File: config.mk
export PLATFORM = sky130hd
export DESIGN_NAME = pipeline_hold_ctrl_flat
export DESIGN_NICKNAME = d
export VERILOG_FILES = /design/src/rtl/pipeline_hold_ctrl_pkg.sv /design/src/rtl/pipeline_hold_ctrl_if.sv /design/src/rtl/pipeline_hold_ctrl_jump_pend_buf.sv /design/src/rtl/pipeline_hold_ctrl.sv /design/src/flat_wrapper.sv
export SDC_FILE = /design/constraint.sdc
export NUM_CORES = 1
export LEC_CHECK = 0
export ABC_AREA = 1
export CAP_MARGIN = 30
export CORE_ASPECT_RATIO = 0.9
export CORE_MARGIN = 2
export CORE_UTILIZATION = 40
export CTS_CLUSTER_DIAMETER = 150
export DETAILED_ROUTE_END_ITERATION = 16
export HOLD_SLACK_MARGIN = 0.15
export PLACE_DENSITY_LB_ADDON = 0.15
export SYNTH_ARGS = -nofsm -noshare
export SYNTH_HDL_FRONTEND = slang
export SYNTH_SLANG_ARGS = --single-unit
File: constraint.sdc
create_clock -name clk -period 1 [get_ports clk]
set_input_delay 0.15 -clock clk [delete_from_list [all_inputs] [get_ports clk]]
set_output_delay 0.15 -clock clk [all_outputs]
set_load 0.02 [all_outputs]
File: src/rtl/pipeline_hold_ctrl_pkg.sv
// Shared hold/flush codes and controller state encodings.
package pipeline_hold_ctrl_pkg;

  localparam int HOLD_FLAG_W = 3;
  localparam int CNT_W       = 3;

  // Codes decoded by every hold-aware pipeline register; 101..111 are reserved.
  typedef enum logic [HOLD_FLAG_W-1:0] {
    HOLD_NONE  = 3'b000,
    FLUSH_JUMP = 3'b001,
    HOLD_STALL = 3'b010,
    FLUSH_IRQ  = 3'b011,
    HOLD_BUS   = 3'b100
  } hold_code_e;

  typedef enum logic [1:0] {
    ST_IDLE     = 2'd0,
    ST_FLUSH    = 2'd1,
    ST_BUS_WAIT = 2'd2
  } ctrl_state_e;

  // Flush counter load value: the first FLUSH_JUMP cycle is issued from IDLE,
  // so the counter only covers the remaining cycles.
  function automatic logic [CNT_W-1:0] flush_cnt_load(input int flush_cycles);
    return CNT_W'(flush_cycles - 1);
  endfunction

endpackage

File: src/rtl/pipeline_hold_ctrl_if.sv
// Hold/flush request and redirect signals between the controller and the pipeline.
interface pipeline_hold_ctrl_if #(
  parameter int ADDR_W = 32
);
  import pipeline_hold_ctrl_pkg::*;

  logic                   jump_req_i;
  logic [ADDR_W-1:0]      jump_addr_i;
  logic                   stall_req_i;
  logic                   bus_wait_i;
  logic                   irq_req_i;
  logic [HOLD_FLAG_W-1:0] hold_flag_o;
  logic                   redirect_valid_o;
  logic [ADDR_W-1:0]      redirect_addr_o;
  logic                   irq_ack_o;

  modport master (
    input  jump_req_i, jump_addr_i, stall_req_i, bus_wait_i, irq_req_i,
    output hold_flag_o, redirect_valid_o, redirect_addr_o, irq_ack_o
  );

  modport slave (
    output jump_req_i, jump_addr_i, stall_req_i, bus_wait_i, irq_req_i,
    input  hold_flag_o, redirect_valid_o, redirect_addr_o, irq_ack_o
  );

endinterface

File: src/rtl/pipeline_hold_ctrl_jump_pend_buf.sv
// Holds one jump that arrived while the memory stage was stalled.
// The first captured jump wins; further captures are ignored until cleared.
module pipeline_hold_ctrl_jump_pend_buf #(
  parameter int ADDR_W = 32
) (
  input  logic              clk,
  input  logic              rst,
  input  logic              capture,
  input  logic              clear,
  input  logic [ADDR_W-1:0] addr_in,
  output logic              vld,
  output logic [ADDR_W-1:0] addr
);

  // Capture-once / clear register for the pending jump target.
  always_ff @(posedge clk) begin
    if (rst) begin
      vld  <= 1'b0;
      addr <= '0;
    end else if (clear) begin
      vld <= 1'b0;
    end else if (capture && !vld) begin
      vld  <= 1'b1;
      addr <= addr_in;
    end
  end

endmodule

File: src/rtl/pipeline_hold_ctrl.sv
// Central pipeline hold/flush controller. Outputs are decoded from the
// registered state and the current requests, so they take effect the same cycle.
//
//   state       | meaning
//   ST_IDLE     | normal flow; arbitrates bus wait > jump > irq > stall
//   ST_FLUSH    | remaining FLUSH_JUMP cycles of an accepted jump (cnt left)
//   ST_BUS_WAIT | memory stalled; at most one jump parked in the pend buffer
module pipeline_hold_ctrl
  import pipeline_hold_ctrl_pkg::*;
#(
  parameter int                ADDR_W       = 32,
  parameter int                FLUSH_CYCLES = 2,
  parameter logic [ADDR_W-1:0] IRQ_VECTOR   = 'h0000_0100
) (
  input logic                 clk,
  input logic                 rst,
  pipeline_hold_ctrl_if.master bus
);

  localparam logic [CNT_W-1:0] CNT_LOAD    = flush_cnt_load(FLUSH_CYCLES);
  localparam bit               MULTI_FLUSH = (FLUSH_CYCLES > 1);

  ctrl_state_e      state, state_nxt;
  logic [CNT_W-1:0] cnt, cnt_nxt;
  logic             irq_armed, irq_armed_nxt;

  logic              pend_vld;
  logic [ADDR_W-1:0] pend_addr;
  logic              pend_capture, pend_clear;

  logic              apply_idle;
  logic              take_jump;
  logic [ADDR_W-1:0] jump_target;

  hold_code_e        hold;
  logic              redirect_valid;
  logic [ADDR_W-1:0] redirect_addr;
  logic              irq_ack;

  pipeline_hold_ctrl_jump_pend_buf #(
    .ADDR_W(ADDR_W)
  ) u_jump_pend_buf (
    .clk     (clk),
    .rst     (rst),
    .capture (pend_capture),
    .clear   (pend_clear),
    .addr_in (bus.jump_addr_i),
    .vld     (pend_vld),
    .addr    (pend_addr)
  );

  // Next-state and Mealy output decode.
  always_comb begin
    state_nxt      = state;
    cnt_nxt        = cnt;
    irq_armed_nxt  = irq_armed | ~bus.irq_req_i;
    pend_capture   = 1'b0;
    pend_clear     = 1'b0;
    apply_idle     = 1'b0;
    take_jump      = 1'b0;
    jump_target    = bus.jump_addr_i;
    hold           = HOLD_NONE;
    redirect_valid = 1'b0;
    redirect_addr  = '0;
    irq_ack        = 1'b0;

    unique case (state)
      ST_IDLE: begin
        if (bus.bus_wait_i) begin
          hold         = HOLD_BUS;
          pend_capture = bus.jump_req_i;
          state_nxt    = ST_BUS_WAIT;
        end else begin
          apply_idle = 1'b1;
        end
      end
      ST_FLUSH: begin
        // Requests seen here come from the wrong path and are dropped.
        if (bus.bus_wait_i) begin
          hold = HOLD_BUS;
        end else begin
          hold    = FLUSH_JUMP;
          cnt_nxt = cnt - CNT_W'(1);
          if (cnt == CNT_W'(1)) state_nxt = ST_IDLE;
        end
      end
      ST_BUS_WAIT: begin
        if (bus.bus_wait_i) begin
          hold         = HOLD_BUS;
          pend_capture = bus.jump_req_i;
        end else if (pend_vld) begin
          take_jump   = 1'b1;
          jump_target = pend_addr;
          pend_clear  = 1'b1;
        end else begin
          apply_idle = 1'b1;
        end
      end
      default: state_nxt = ST_IDLE;
    endcase

    if (apply_idle) begin
      state_nxt = ST_IDLE;
      if (bus.jump_req_i) begin
        take_jump = 1'b1;
      end else if (bus.irq_req_i && irq_armed) begin
        hold           = FLUSH_IRQ;
        redirect_valid = 1'b1;
        redirect_addr  = IRQ_VECTOR;
        irq_ack        = 1'b1;
        irq_armed_nxt  = 1'b0;
      end else if (bus.stall_req_i) begin
        hold = HOLD_STALL;
      end
    end

    if (take_jump) begin
      hold           = FLUSH_JUMP;
      redirect_valid = 1'b1;
      redirect_addr  = jump_target;
      if (MULTI_FLUSH) begin
        state_nxt = ST_FLUSH;
        cnt_nxt   = CNT_LOAD;
      end else begin
        state_nxt = ST_IDLE;
      end
    end

    // Outputs stay quiet while reset is held, whatever the inputs do.
    if (rst) begin
      hold           = HOLD_NONE;
      redirect_valid = 1'b0;
      redirect_addr  = '0;
      irq_ack        = 1'b0;
    end
  end

  // State, flush counter and interrupt re-arm registers.
  always_ff @(posedge clk) begin
    if (rst) begin
      state     <= ST_IDLE;
      cnt       <= '0;
      irq_armed <= 1'b1;
    end else begin
      state     <= state_nxt;
      cnt       <= cnt_nxt;
      irq_armed <= irq_armed_nxt;
    end
  end

  assign bus.hold_flag_o      = hold;
  assign bus.redirect_valid_o = redirect_valid;
  assign bus.redirect_addr_o  = redirect_addr;
  assign bus.irq_ack_o        = irq_ack;

endmodule
File: src/flat_wrapper.sv
// flat-port wrapper written by rule: the top's interface ports become plain ports
module pipeline_hold_ctrl_flat import pipeline_hold_ctrl_pkg::*;
#(
  parameter int                ADDR_W       = 32,
  parameter int                FLUSH_CYCLES = 2,
  parameter logic [ADDR_W-1:0] IRQ_VECTOR   = 'h0000_0100
)
  (clk, rst, bus_jump_req_i, bus_jump_addr_i, bus_stall_req_i, bus_bus_wait_i, bus_irq_req_i, bus_hold_flag_o, bus_redirect_valid_o, bus_redirect_addr_o, bus_irq_ack_o);
  pipeline_hold_ctrl_if #(.ADDR_W(ADDR_W)) bus_i ();
  input logic clk;
  input logic rst;
  input wire logic [$bits(bus_i.jump_req_i)-1:0] bus_jump_req_i;
  input wire logic [$bits(bus_i.jump_addr_i)-1:0] bus_jump_addr_i;
  input wire logic [$bits(bus_i.stall_req_i)-1:0] bus_stall_req_i;
  input wire logic [$bits(bus_i.bus_wait_i)-1:0] bus_bus_wait_i;
  input wire logic [$bits(bus_i.irq_req_i)-1:0] bus_irq_req_i;
  output wire logic [$bits(bus_i.hold_flag_o)-1:0] bus_hold_flag_o;
  output wire logic [$bits(bus_i.redirect_valid_o)-1:0] bus_redirect_valid_o;
  output wire logic [$bits(bus_i.redirect_addr_o)-1:0] bus_redirect_addr_o;
  output wire logic [$bits(bus_i.irq_ack_o)-1:0] bus_irq_ack_o;
  assign bus_i.jump_req_i = bus_jump_req_i;
  assign bus_i.jump_addr_i = bus_jump_addr_i;
  assign bus_i.stall_req_i = bus_stall_req_i;
  assign bus_i.bus_wait_i = bus_bus_wait_i;
  assign bus_i.irq_req_i = bus_irq_req_i;
  assign bus_hold_flag_o = bus_i.hold_flag_o;
  assign bus_redirect_valid_o = bus_i.redirect_valid_o;
  assign bus_redirect_addr_o = bus_i.redirect_addr_o;
  assign bus_irq_ack_o = bus_i.irq_ack_o;
  pipeline_hold_ctrl #(.ADDR_W(ADDR_W), .FLUSH_CYCLES(FLUSH_CYCLES), .IRQ_VECTOR(IRQ_VECTOR)) u_core (.clk(clk), .rst(rst), .bus(bus_i));
endmodule
== Word level (Yosys, flattened, before mapping) ==
Cells that the tools add are included.
Storage, ports and cells
  flip-flop bits (word level): 39
  bits of input ports: 38
  output and inout port bits: 37
  logic and storage cells: 84
Operators by class
  add/subtract/negate cells: 1
  equality and inequality tests: 11
  multiplexer cells: 46
  bitwise gates (word level): 5
  reductions and logical operators: 14
Operator list (count)
  two-way mux 32 bit: 7
  two-way mux 1 bit: 24
  two-way mux 3 bit: 8
  two-way mux 9 bit: 1
  inequality test 4 x 2 -> 1 bit, second input constant: 2
  AND reduction 4 bit: 2
  two-way mux 2 bit: 3
  case mux 2 bit (3 select lines): 1
  case mux 3 bit (2 select lines): 1
  AND reduction 2 bit: 3
  OR reduction 2 bit: 3
  inequality test 2 x 1 -> 1 bit, second input constant: 2
  inequality test 2 bit, second input constant: 2
  inequality test 4 x 1 -> 1 bit, second input constant: 1
  inverter 1 bit: 4
  == test 3 x 1 -> 1 bit, second input constant: 1
  inequality test 3 x 1 -> 1 bit, second input constant: 1
  OR reduction 3 bit: 1
  subtractor 3 x 1 -> 3 bit, second input constant: 1
  == test 2 x 1 -> 1 bit, second input constant: 1
  == test 2 bit, second input constant: 1
  logical AND 1 bit: 2
  logical NOT 2 bit: 1
  case mux 1 bit (2 select lines): 1
  3 further kinds: 3

== Logic depth before layout (Yosys ltp) ==
Gate-level depths: netlist of the first run.
  word-level depth: 9
  depth in mapped cells: 7
  depth with buffers taken out: 7

== Hierarchy ==
From an unflattened synthesis of the first run, not the netlist that was laid out.
Unflattened totals
  cells, all modules: 380
  area, all modules: 2353.5 sq um
By module, submodules not included
  pipeline_hold_ctrl_jump_pend_buf: times used 1, cells each 208, area each 1370.1 sq um
  pipeline_hold_ctrl: times used 1, cells each 172, area each 983.4 sq um

== Worst setup path after synthesis of the first run ==
Ideal clock, no wire load.
  path kind: register to output
  from: register u_core.state[0]
  to: output port bus_redirect_addr_o[10]
  data arrival time: 1224 ps
  required time: 850 ps
  path slack: -374 ps
  stages on the path, launching flop included: 5
  buffers on the path: 1
  path through: dfxtp_1 -> nor2_4 -> nand3_2 -> buf_2 -> a21oi_1
On the way
  longest elaborated chain between the ends: 6
  elaborated cells between the ends (all ways): 10
  classes of those cells: eq/ne: 1; mux: 8; reduce/logical: 1
Ends and longest elaborated chain
  start, declared: RTL line pipeline_hold_ctrl.sv:23  | ctrl_state_e state, state_nxt;
  start signal, assigned: RTL line pipeline_hold_ctrl.sv:145  | state <= state_nxt;
  == test 2 bit: RTL line pipeline_hold_ctrl.sv:67  | unique case (state)
  two-way mux 1 bit: RTL line pipeline_hold_ctrl.sv:67
  two-way mux 1 bit: RTL line pipeline_hold_ctrl.sv:104  | if (bus.jump_req_i) begin
  two-way mux 1 bit: RTL line pipeline_hold_ctrl.sv:102  | if (apply_idle) begin
  two-way mux 32 bit *: RTL line pipeline_hold_ctrl.sv:117  | if (take_jump) begin
  two-way mux 32 bit *: RTL line pipeline_hold_ctrl.sv:130  | if (rst) begin
  end, declared: RTL line flat_wrapper.sv:19  | output wire logic [$bits(bus_i.redirect_addr_o)-1:0] bus_redirect_addr_o;
Mark *: on every way between the ends. The rest lies on a longest branch, timed or not.

== Worst setup path in the final report of the first run ==
  from: register u_core.u_jump_pend_buf.vld
  to: output port bus_redirect_addr_o[17]
On the way
  longest elaborated chain between the ends: 7
  elaborated cells between the ends (all ways): 14
  classes of those cells: mux: 14
Ends and longest elaborated chain
  start, declared: RTL line pipeline_hold_ctrl_jump_pend_buf.sv:11  | output logic vld,
  start signal, assigned: RTL line pipeline_hold_ctrl_jump_pend_buf.sv:18  | vld <= 1'b0;
  start signal, assigned: RTL line pipeline_hold_ctrl_jump_pend_buf.sv:21  | vld <= 1'b0;
  start signal, assigned: RTL line pipeline_hold_ctrl_jump_pend_buf.sv:23  | vld <= 1'b1;
  two-way mux 1 bit: RTL line pipeline_hold_ctrl.sv:91  | end else if (pend_vld) begin
  two-way mux 1 bit: RTL line pipeline_hold_ctrl.sv:88  | if (bus.bus_wait_i) begin
  two-way mux 1 bit: RTL line pipeline_hold_ctrl.sv:67
  two-way mux 1 bit: RTL line pipeline_hold_ctrl.sv:104
  two-way mux 1 bit: RTL line pipeline_hold_ctrl.sv:102
  two-way mux 32 bit *: RTL line pipeline_hold_ctrl.sv:117
  two-way mux 32 bit *: RTL line pipeline_hold_ctrl.sv:130
Marks and branches as above.

==> results.txt, run 1 <==
* Violated checks: setup timing
- CTS tree: yes
- For the worst flop-to-flop path, the logic depth is 11.
- Cell variety after synth: 24
* Syn. warnings: 0
* Startpoint kind of the worst setup timing path: flop
- The number of nets handed over by synthesis was 356.
* Area share of the largest cell type after synthesis: 38.59%
- Vias in the first global route: 2706
* Total number of cells along the worst setup path: 7
- Critical-path cell list: nand2_4, nand2_4, nand3_4, buf_6, buf_16, a21oi_4, buf_6
- Seq cells post-synth: 39
* Final instance area: 4487 µm²
- Clock Tree Root: clkbuf_8
* Antenna Violating Nets Remaining: 0
- The die covers 5644 µm².
- Core area: 4865 µm²
* Number of antenna violations at the first check in global routing: 0
- Static timing analysis puts the maximum clock frequency at 562.4 MHz.
* Number of maximum-capacitance constraint violations: 0
- The number of pins with negative max-slew slack in the final report was 0.
- The die is 71.47 µm tall.
- Core Util, Final: 92.23%
* Instance count of the mapped netlist: 316
- Once the floorplan was initialized, standard cells occupied 41.59% of the core.
- After detailed routing, the number of vias per cell comes to 6.032.
- Clk slew on worst S/H paths: 0.09 ns
- Measured against its own limit, the worst slew margin works out to 76.40%.
- Min Clock Period, post-route: 1.778 ns
- Summed over all layers, the global routing overflow is 0.
* Share of synthesized area occupied by flip-flops and latches: 38.59%
- Before CTS, the worst setup slack after placement is -1.193 ns.
- The final layout contains routed wiring with a total length of 11470 µm.
- Cell count after placement: 464
- The flow ran to the end, but the final reports show violations.
* Worst setup EP type: output port
* Clock Latency Late Sink: 0.32 ns
- After detailed routing, the number of remaining DRC violations is 0.
* Average size of a mapped cell: 6.403 µm²
- Cells on Worst Hold Path: 2
- Crit-path slowest cell: dfxtp_4
- Sum of routed wire segments on met1: 4212 µm
- In this run, the number of DRC markers left after iteration 0 of detailed routing was 329.
- Entering global routing, the biggest net connects 20 pins.
- Endpoints failing hold: 0
- On the final layout, the worst hold slack is 0.4110 ns.
* Length of routed met3 wiring: 1129 µm
- Final setup fails: 75
* Class of the worst hold path: in2reg
* Largest area contributor in the synthesized netlist: dfxtp_1
- Sorting the synthesized cells by area gives the leading types as dfxtp_1 (39%), nand2_1 (16%), nor2_1 (14%).
- The placed instances occupy a cell area of 3373 µm².
- Clock tree synthesis inserted a total of 5 buffers.
- The detailed router placed 3028 vias in this run.
* Global routing usage summed across all routing layers: 30.76%
* Total power: 4.609 mW
- Number of nets in the finished design: 476
- H-Tree Depth: 2
- Summing every instance area after synthesis gives 2023 µm².
- Broken down by cell family, the worst path's largest delay share belongs to buffers and inverters.
- At the worst endpoint, the required time is 0.85 ns.
* Share of cells above drive strength 1: 56.06%
* Die outline width: 78.97 µm
- Setup repair after global routing could not meet its margin everywhere.
- Before antenna repair, the detailed router went through 5 iterations.
- Worst ir drop on vdd: 0.0009432 V
- Area delta synth->final: 121.8%
- The number of buffers and inverters on the critical path is 3.
- Of the available clock period, the critical path in the final layout requires 177.8%.
- Type of the worst setup path: reg2out
- Total power density per cell area: 1027 nW/µm²
- The first global-routing pass estimated 13170 µm of wire.
- Transition time of the tightest slew-check pin: 0.3540 ns
- Routed WL per cell: 22.84 µm
- DR WL met2: 5272 µm
* Half-perimeter wire length of the detailed placement result: 4143 µm
- Highest metal used: met4
* Number of non-filler instances in the completed layout: 502
- RD Place Congestion: 0.8050
- I/O pins: 75
* Inserted Diodes: 0
* Fin Setup TNS: -44.43 ns
- In this run the worst path has a maximum fanout of 8.
* Arr. time, crit path: 1.63 ns
- Row Count: 24
* Final worst-path setup slack: -0.7781 ns
- Clock tree buffer depth: 2
- Largest incremental delay on the critical path: 0.38 ns
- PortBufs: 74
* Worst clock skew on the final layout: 0.007241 ns
- Leakage: 1.884 nW
* Clock Sinks: 39
[layer usage]
metal	global-route usage, %	up-vias
li1	-	1248
met1	35.52	1433
met2	53.20	263
met3	7.809	84
met4	14.94	0
met5	0	-
[power by group]
| part | internal [mW] | leakage, nW | switching [mW] |
|---|---|---|---|
| logic | 0.786 | 1.52 | 0.869 |
| registers | 1.67 | 0.322 | 0.116 |
| clock network | 0.490 | 0.0412 | 0.675 |
| total | 2.95 | 1.88 | 1.66 |
[cell usage in the layout (no fill, tap or decap), types with 2 or more instances in the layout]
cell type / netlist / routed
nand3_1: 4 / 3
o21ai_1: 4 / 7
clkbuf_16: 0 / 3
o21ai_4: 0 / 7
inv_1: 9 / 5
nand2_1: 88 / 39
ha_1: 2 / 2
dlygate4sd2_1: 0 / 2
o21ai_2: 0 / 17
buf_12: 0 / 12
a21oi_4: 0 / 30
buf_4: 0 / 28
a21oi_2: 0 / 4
nand2_4: 1 / 9
clkdlybuf4s50_1: 0 / 35
inv_2: 2 / 5
buf_6: 6 / 38
nand2_8: 0 / 2
nor2_4: 1 / 6
clkbuf_8: 0 / 5
nand2_2: 1 / 41
buf_16: 0 / 6
nor2_1: 77 / 60
clkinv_8: 0 / 3
dfxtp_2: 0 / 2
dfxtp_1: 39 / 36
buf_8: 0 / 3
nor2_2: 1 / 13
[final cells by class]
cell class                 count  area [µm²]
tap                           65       81.33
timing repair buffer         128        1564
inverter                      13       80.08
timing repair inverter         3       43.79
fill                         179       377.9
clock inverter                 2       12.51
clock buffer                   6       72.57
sequential                    39       787.0
multi-input combinational    246        1846
[cells by family after synthesis]
family,Yosys count,share of synthesized area (%)
AOI/OAI and AO/OA,67,16.70
xor gates and xnor gates,1,0.4330
adders and majority gates,2,1.237
buffers and inverters,32,8.967
DFF,39,38.59
and+or+nand+nor,175,34.08
[flip-flops by register name, summed over array words and instances (netlist names)]
signal	cells
u_core.cnt	3
u_core.irq_armed	1
u_core.state	2
u_core.u_jump_pend_buf.addr	32
u_core.u_jump_pend_buf.vld	1
[cells in the mapped netlist (all sizes together)]
master	n
nand3	5
clkinv	1
nor3	1
clkbuf	6
o21ai	32
inv	12
dfxtp	39
nand2	90
nor2	79
a21oi	34
buf	13
ha	2
a211oi	1
xor2	1
[final timing paths]
path | startpoint | end | slack [ns]
min | bus_irq_req_i | u_core.irq_armed | 0.41
max | u_core.u_jump_pend_buf.vld | bus_redirect_addr_o[17] | -0.78
min reg2reg | u_core.u_jump_pend_buf.addr[6] | u_core.u_jump_pend_buf.addr[6] | 0.50
max reg2reg | u_core.state[0] | u_core.u_jump_pend_buf.addr[28] | -0.57
[timing repair]
item | CTS | global route
endpoints found under the setup margin | 74 | 75
cloned | 9 | 5
endpoints found under the hold margin | 0 | 0
setup buffers | 11 | 5
pin swaps | 14 | 30
resized for setup | 297 | 99
hold buffers | 0 | 0
No activity file was read; power rests on OpenSTA's default activity.
==> run 2, diff against run 1 <==
--- a/config.mk
+++ b/config.mk
@@ -6,8 +6,8 @@
 export NUM_CORES = 1
 export LEC_CHECK = 0
 export ABC_AREA = 1
-export CAP_MARGIN = 30
-export CORE_ASPECT_RATIO = 0.9
+export CAP_MARGIN = 20
+export CORE_ASPECT_RATIO = 1.5
 export CORE_MARGIN = 2
 export CORE_UTILIZATION = 40
 export CTS_CLUSTER_DIAMETER = 150
==> run 2 against run 1 <==
The run still ends with setup timing left. Setup slack worse by 0.011 ns. Power is 4.1% lower. Hold slack worse by 0.010 ns. Non-clock buffer count is 3 lower. Routed wire length is 18% lower. Maximum frequency is 0.60% lower. Global-route usage is 3.1 points lower. Die area is 0.19% higher. Clock power is 4% higher. Highest routed layer unchanged.
==> results.txt, run 2 (synthesized netlist as in run 1, its figures left out) <==
- The run finished, with violations left.
- Violated checks: setup timing
- Type of the worst setup path: reg2out
- The die covers 5655 µm².
* Final number of max-transition violations: 0
- After detailed routing, the average wire length per cell comes to 18.76 µm.
- The initial utilization of the core area, before any placement, comes to 41.73%.
- TritonCTS built the clock tree.
- Transition time of the tightest slew-check pin: 0.2945 ns
- Clock tree synthesis found a total of 39 sinks.
- Leaving out fill and tap cells, the most frequent cell in the layout is nor2_1.
- Min Clock Period, post-route: 1.789 ns
- On the final layout, the worst clock skew is 0.001251 ns.
- PortBufs: 74
- Of all nets on the critical path, the largest fanout is 7.
- Once placement completed, the tool counted placed cells totaling 469.
- Worst ir drop on vdd: 0.0008937 V
- The H-tree was split into 2 levels.
* Area delta synth->final: 108.0%
- The tree is rooted in a clkbuf_8.
- The total count of hold-check failures in the final report came to 0.
* Share of cells above drive strength 1: 52.30%
* Largest incremental delay on the critical path: 0.35 ns
- I/O pins: 75
- Critical-path cell list: nor2_4, buf_12, nand2_8, inv_6, nand2_2, a21oi_4, buf_6
* Row Count: 31
- Core area: 4848 µm²
- Vias in the first global route: 2524
- In this run the deepest clock path goes through 2 buffers.
- For this run, global-route usage on met3 was measured as 4.416%.
* Fill cell count: 246
- Met2 usage: 49.83%
* Inserted Diodes: 0
* Total power density per cell area: 1050 nW/µm²
* Number of non-filler instances in the completed layout: 500
* Total number of vias: 2774
- Met1 usage: 30.37%
- The final layout contains routed wiring with a total length of 9380 µm.
* Register name with the most flops: u_core.u_jump_pend_buf.addr
* Fin Setup TNS: -41.58 ns
* Clk slew on worst S/H paths: 0.08 ns
- Worst setup EP type: output port
* Leakage: 1.716 nW
- Final instance area: 4208 µm²
- In this run, post-CTS hold repair placed 0 buffers.
- Headroom to the max-slew limit came out at 80.37%.
- Mean number of vias per cell: 5.548
* RSZ-0062 raised after global routing: yes
* Core Util, Final: 86.79%
- The die is 62.07 µm wide.
* Number of buffers created by CTS: 5
- RD Place Congestion: 0.8488
- The first global-routing pass estimated 11800 µm of wire.
* Most used routing layer in global routing: met2
- The floorplan step set the die height to 91.10 µm.
- Global routing usage summed across all routing layers: 27.70%
* FMAX: 559.0 MHz
* Final setup fails: 75
- At the worst endpoint, the arrival time is 1.64 ns.
- On the critical path, the stage with the largest delay is an instance of dfxtp_2.
- In this run the cell area measured after placement is 3405 µm².
* Half-perimeter wire length of the detailed placement result: 4316 µm
- Total power: 4.418 mW
- STA classifies the critical path startpoint as a flop.
- The total overflow left after global routing is 0.
- For this run, the post-layout net count is 473.
* Required time at the endpoint of the critical path: 0.85 ns
- Number of detailed-routing iterations run before antenna repair: 4
* Remaining DRCs: 0
- Most frequent cells in the layout: nor2_1 (68), nand2_2 (45), buf_4 (42)
- Number of maximum-capacitance constraint violations: 0
* Largest net degree at the start of global routing: 20
- Clock Latency Late Sink: 0.29 ns
- The final critical path takes up 178.9% of the cycle.
* Class of the worst hold path: in2reg
- Max FFs per register: 32
- Final worst-path setup slack: -0.7888 ns
* Antenna Violating Nets Remaining: 0
- In the final layout, the registers with the most flip-flops are u_core.u_jump_pend_buf.addr: 32 flops, u_core.cnt: 3 flops, u_core.state: 2 flops.
- Number of design-rule violations left by the first detailed-router iteration: 115
- Number of antenna violations at the first check in global routing: 0
==> run 2: worst paths after layout <==
check                        from                         endpoint  slack, ns  cells past startpoint
hold / removal      bus_irq_req_i                 u_core.irq_armed       0.40                      2
hold reg to reg     u_core.cnt[1]                    u_core.cnt[1]       0.46                      2
setup reg to reg  u_core.state[0]  u_core.u_jump_pend_buf.addr[18]      -0.57                     10
setup / recovery  u_core.state[0]           bus_redirect_addr_o[3]      -0.79                      7
==> run 2: area by class of cell <==
class                           count  area, µm²  share of cell area, %
Multi-Input combinational cell    246       1727                  41.03
Inverter                           13      73.82                  1.754
Clock buffer                        8      100.1                  2.379
Timing Repair Buffer              125       1399                  33.24
Tap cell                           66      82.58                  1.963
Timing Repair inverter              3      41.29                 0.9813
Sequential cell                    39      784.5                  18.64
==> run 2: worst max-delay path: cells and delay by family, from the launching register on <==
family / cells / cell delay (ns)
AND/OR/NAND/NOR: 3 / 0.39
buffers and inverters: 3 / 0.42
AO/OA/AOI/OAI: 1 / 0.18
flip-flops: 1 / 0.35
==> run 2: stage by stage <==
stage,hold WS (ns),setup WS [ns]
after floorplan,0.2194,-0.2584
after global placement,0.4407,-1.173
after detailed placement,0.4575,-1.236
after CTS,0.3959,-0.7127
after global routing,0.4314,-0.8154
final,0.4010,-0.7888
==> run 2: timing repair <==
action / CTS / global route
buffers inserted: 9 / 2
setup endpoints to repair: 75 / 76
resized for setup: 289 / 49
gates cloned: 7 / 5
pin swaps: 36 / 6
==> run 2: where the power goes <==
group | internal [mW] | switching (mW)
combinational | 0.696 | 0.743
sequential | 1.67 | 0.0942
clock | 0.631 | 0.581
==> run 2: metal layers <==
metal | part of all wire [%] | up-vias | wire length (µm)
met1 | 33 | 1315 | 3110
met2 | 53 | 154 | 5003
li1 | - | 1248 | -
met5 | 0 | - | 0
met4 | 7.1 | 0 | 670
met3 | 6.4 | 57 | 596
==> run 3, diff against run 2 <==
==> constraint.sdc (replaced) <==
create_clock -name clk -period 1.8 [get_ports clk]
set_input_delay 0.27 -clock clk [delete_from_list [all_inputs] [get_ports clk]]
set_output_delay 0.27 -clock clk [all_outputs]
set_load 0.02 [all_outputs]
==> run 3 against run 2 <==
The run now ends clean. First-iteration DRC count is 33% lower. Setup slack gained 0.80 ns. Via count decreased by 16%. Routed wire length shrank 35%. Power fell by 47%. Critical path type unchanged. Highest routed layer unchanged.
==> results.txt, run 3 (synthesized netlist as in run 1, its figures left out) <==
- In this run the register-to-register setup slack is 0.55 ns.
* CTS tree: yes
- Routed Wire Length: 6094 µm
- The first global-routing pass estimated 8942 µm of wire.
- The routed layout has 2344 vias.
* Number of detailed-routing iterations run before antenna repair: 4
- Hold is met by 0.4607 ns.
- After clock tree synthesis, the clock-pin slew on the worst setup and hold paths is 0.07 ns.
* Ratio of final minimum period to clock period: 99.42%
- Total power density per cell area: 702.4 nW/µm²
- Share of cells above drive strength 1: 33.57%
- Final setup fails: 0
- Inserted Diodes: 0
- Between clock sinks in the finished design, the worst skew comes to 0.008633 ns.
- Clock Sinks: 39
- The clock period could shrink to 1.790 ns.
- Antenna Violating Nets Remaining: 0
- Global routing usage summed across all routing layers: 20.65%
* Largest net degree at the start of global routing: 27
- The min-delay analysis places its worst path in the category reg2reg.
* Crit-path slowest cell: dfxtp_4
- Clock Tree Root: clkbuf_8
- Required time at the endpoint of the critical path: 1.53 ns
- Post-Place Cell Area: 3033 µm²
- The floorplan step defined a die boundary enclosing 5655 µm².
- Transition time of the tightest slew-check pin: 0.2456 ns
- Summed over all cells, the static leakage comes to 1.536 nW.
- The worst register-to-register path begins at u_core.state[0].
- Remaining DRCs: 0
- Largest regs: u_core.u_jump_pend_buf.addr: 32 flops, u_core.cnt: 3 flops, u_core.state: 2 flops
* Number of nets in the finished design: 453
- For this run, the top clock speed supported by timing is 558.8 MHz.
- Number of buffers created by CTS: 5
- Number of design-rule violations left by the first detailed-router iteration: 77
* Most frequent cells in the layout: nor2_1 (76), nand2_1 (73), buf_4 (52)
* Critical-path cell list: nand2_2, inv_2, nand2_4, inv_8, buf_12, nand2_4, a21oi_2, buf_4
- Largest incremental delay on the critical path: 0.37 ns
- Most frequent CP cell: nand2_4
- The floorplan has 31 rows.
- Following the worst setup path forward leads to its endpoint at bus_redirect_addr_o[21].
- Final instance area: 3353 µm²
* Type of the worst setup path: reg2out
* Final number of max-transition violations: 0
- RSZ-0062 raised after global routing: yes
* I/O pins: 75
- The total count of hold-check failures in the final report came to 0.
- The filler cells instantiated in the layout total 442.
- Counting along the longest clock path gives a buffer depth of 2.
- Dividing the detail-routed wire length by the instance count gives 12.70 µm.
- Capture instance of the worst register-to-register path: u_core.u_jump_pend_buf.addr[15]
* Arr. time, crit path: 1.52 ns
- The register with the most flip-flops in the layout has 32 of them.
- The worst pin sits at a relative slew slack of 83.63%.
* Maximum fanout encountered on the critical timing path: 8
- Number of maximum-capacitance constraint violations: 0
- Worst setup EP type: output port
- Vias in the first global route: 2052
- The run finished with clean final reports.
* Register-to-Register Path Depth: 6
- RD Place Congestion: 0.8484
- Once the floorplan was initialized, standard cells occupied 41.73% of the core.
- Startpoint kind of the worst setup timing path: flop
* Area delta synth->final: 65.74%
* Number of hold buffers added after CTS: 0
- The number of antenna violations at the first check in global routing was 0.
* Clock Latency Late Sink: 0.29 ns
* Core area: 4848 µm²
- The wire-length estimate of the detail-placed layout is 3972 µm.
* Critical Path Source: u_core.state[1]
- Measured along the y axis, the die boundary spans 91.10 µm.
- GRT overflow: 0
- Worst ir drop on vdd: 0.0006307 V
- Mean number of vias per cell: 4.883
* Die outline width: 62.07 µm
* Register name with the most flops: u_core.u_jump_pend_buf.addr
- PortBufs: 74
- Most common library cell in the layout ignoring fill and taps: nor2_1
- The H-tree generated during clock tree synthesis spans 2 levels.
==> run 3: routing by layer <==
layer  GRT usage [%]  vias to the layer above  share of wire, %
met2           34.90                       60                53
met3           4.274                       10               4.2
met1           23.78                     1086                41
li1                -                     1188                 -
met5               0                        -                 0
met4           9.043                        0               2.2
==> run 3: per-stage QoR <==
step           power, mW  util [%]  TNS, ns  std cells  worst slack, ns
2_1_floorplan      1.229         -        0        316           0.3063
3_3_place_gp       1.467     62.55   -18.39        469          -0.5296
3_5_place_dp       1.477     62.55   -18.81        469          -0.5598
4_1_cts            2.317     62.74        0        478         0.005346
5_1_grt            2.463     69.16  -0.5734        480         -0.05544
6_report           2.355     69.16        0        480          0.01036
==> run 3: final cells by class <==
class | count | area [µm²] | area share (%)
inverter | 13 | 58.81 | 1.754
clock inverter | 3 | 67.56 | 2.015
timing repair buffer | 109 | 1037 | 30.93
multi-input combinational | 245 | 1251 | 37.31
clock buffer | 5 | 68.82 | 2.052
sequential | 39 | 787.0 | 23.47
tap | 66 | 82.58 | 2.463
==> run 3: critical path: cells and delay by family (launching register included) <==
| kind | cells | cell delay (ns) |
|---|---|---|
| AOI/OAI and AO/OA | 1 | 0.16 |
| buffers and inverters | 4 | 0.49 |
| DFF | 1 | 0.37 |
| and+or+nand+nor | 3 | 0.21 |
==> run 3: report_power, final <==
part	internal [mW]	switching, mW
combinational	0.256	0.268
sequential	0.929	0.0432
clock	0.553	0.307
total	1.74	0.618
==> run 3: repair_timing <==
item | CTS | global route
pin swaps | 1 | 12
cloned | 0 | 2
setup buffers | 1 | 0
resized for setup | 154 | 91
setup endpoints to repair | 37 | 35
==> run 3: how the worst min path moves through the flow <==
stage	start	to	slack (ns)	cells past startpoint
floorplan	rst	u_core.state[1]	0.35	1
global placement	u_core.irq_armed	u_core.irq_armed	0.44	2
detailed placement	u_core.irq_armed	u_core.irq_armed	0.45	2
CTS	u_core.irq_armed	u_core.irq_armed	0.47	2
global route	u_core.irq_armed	u_core.irq_armed	0.49	2
finish	u_core.irq_armed	u_core.irq_armed	0.46	2
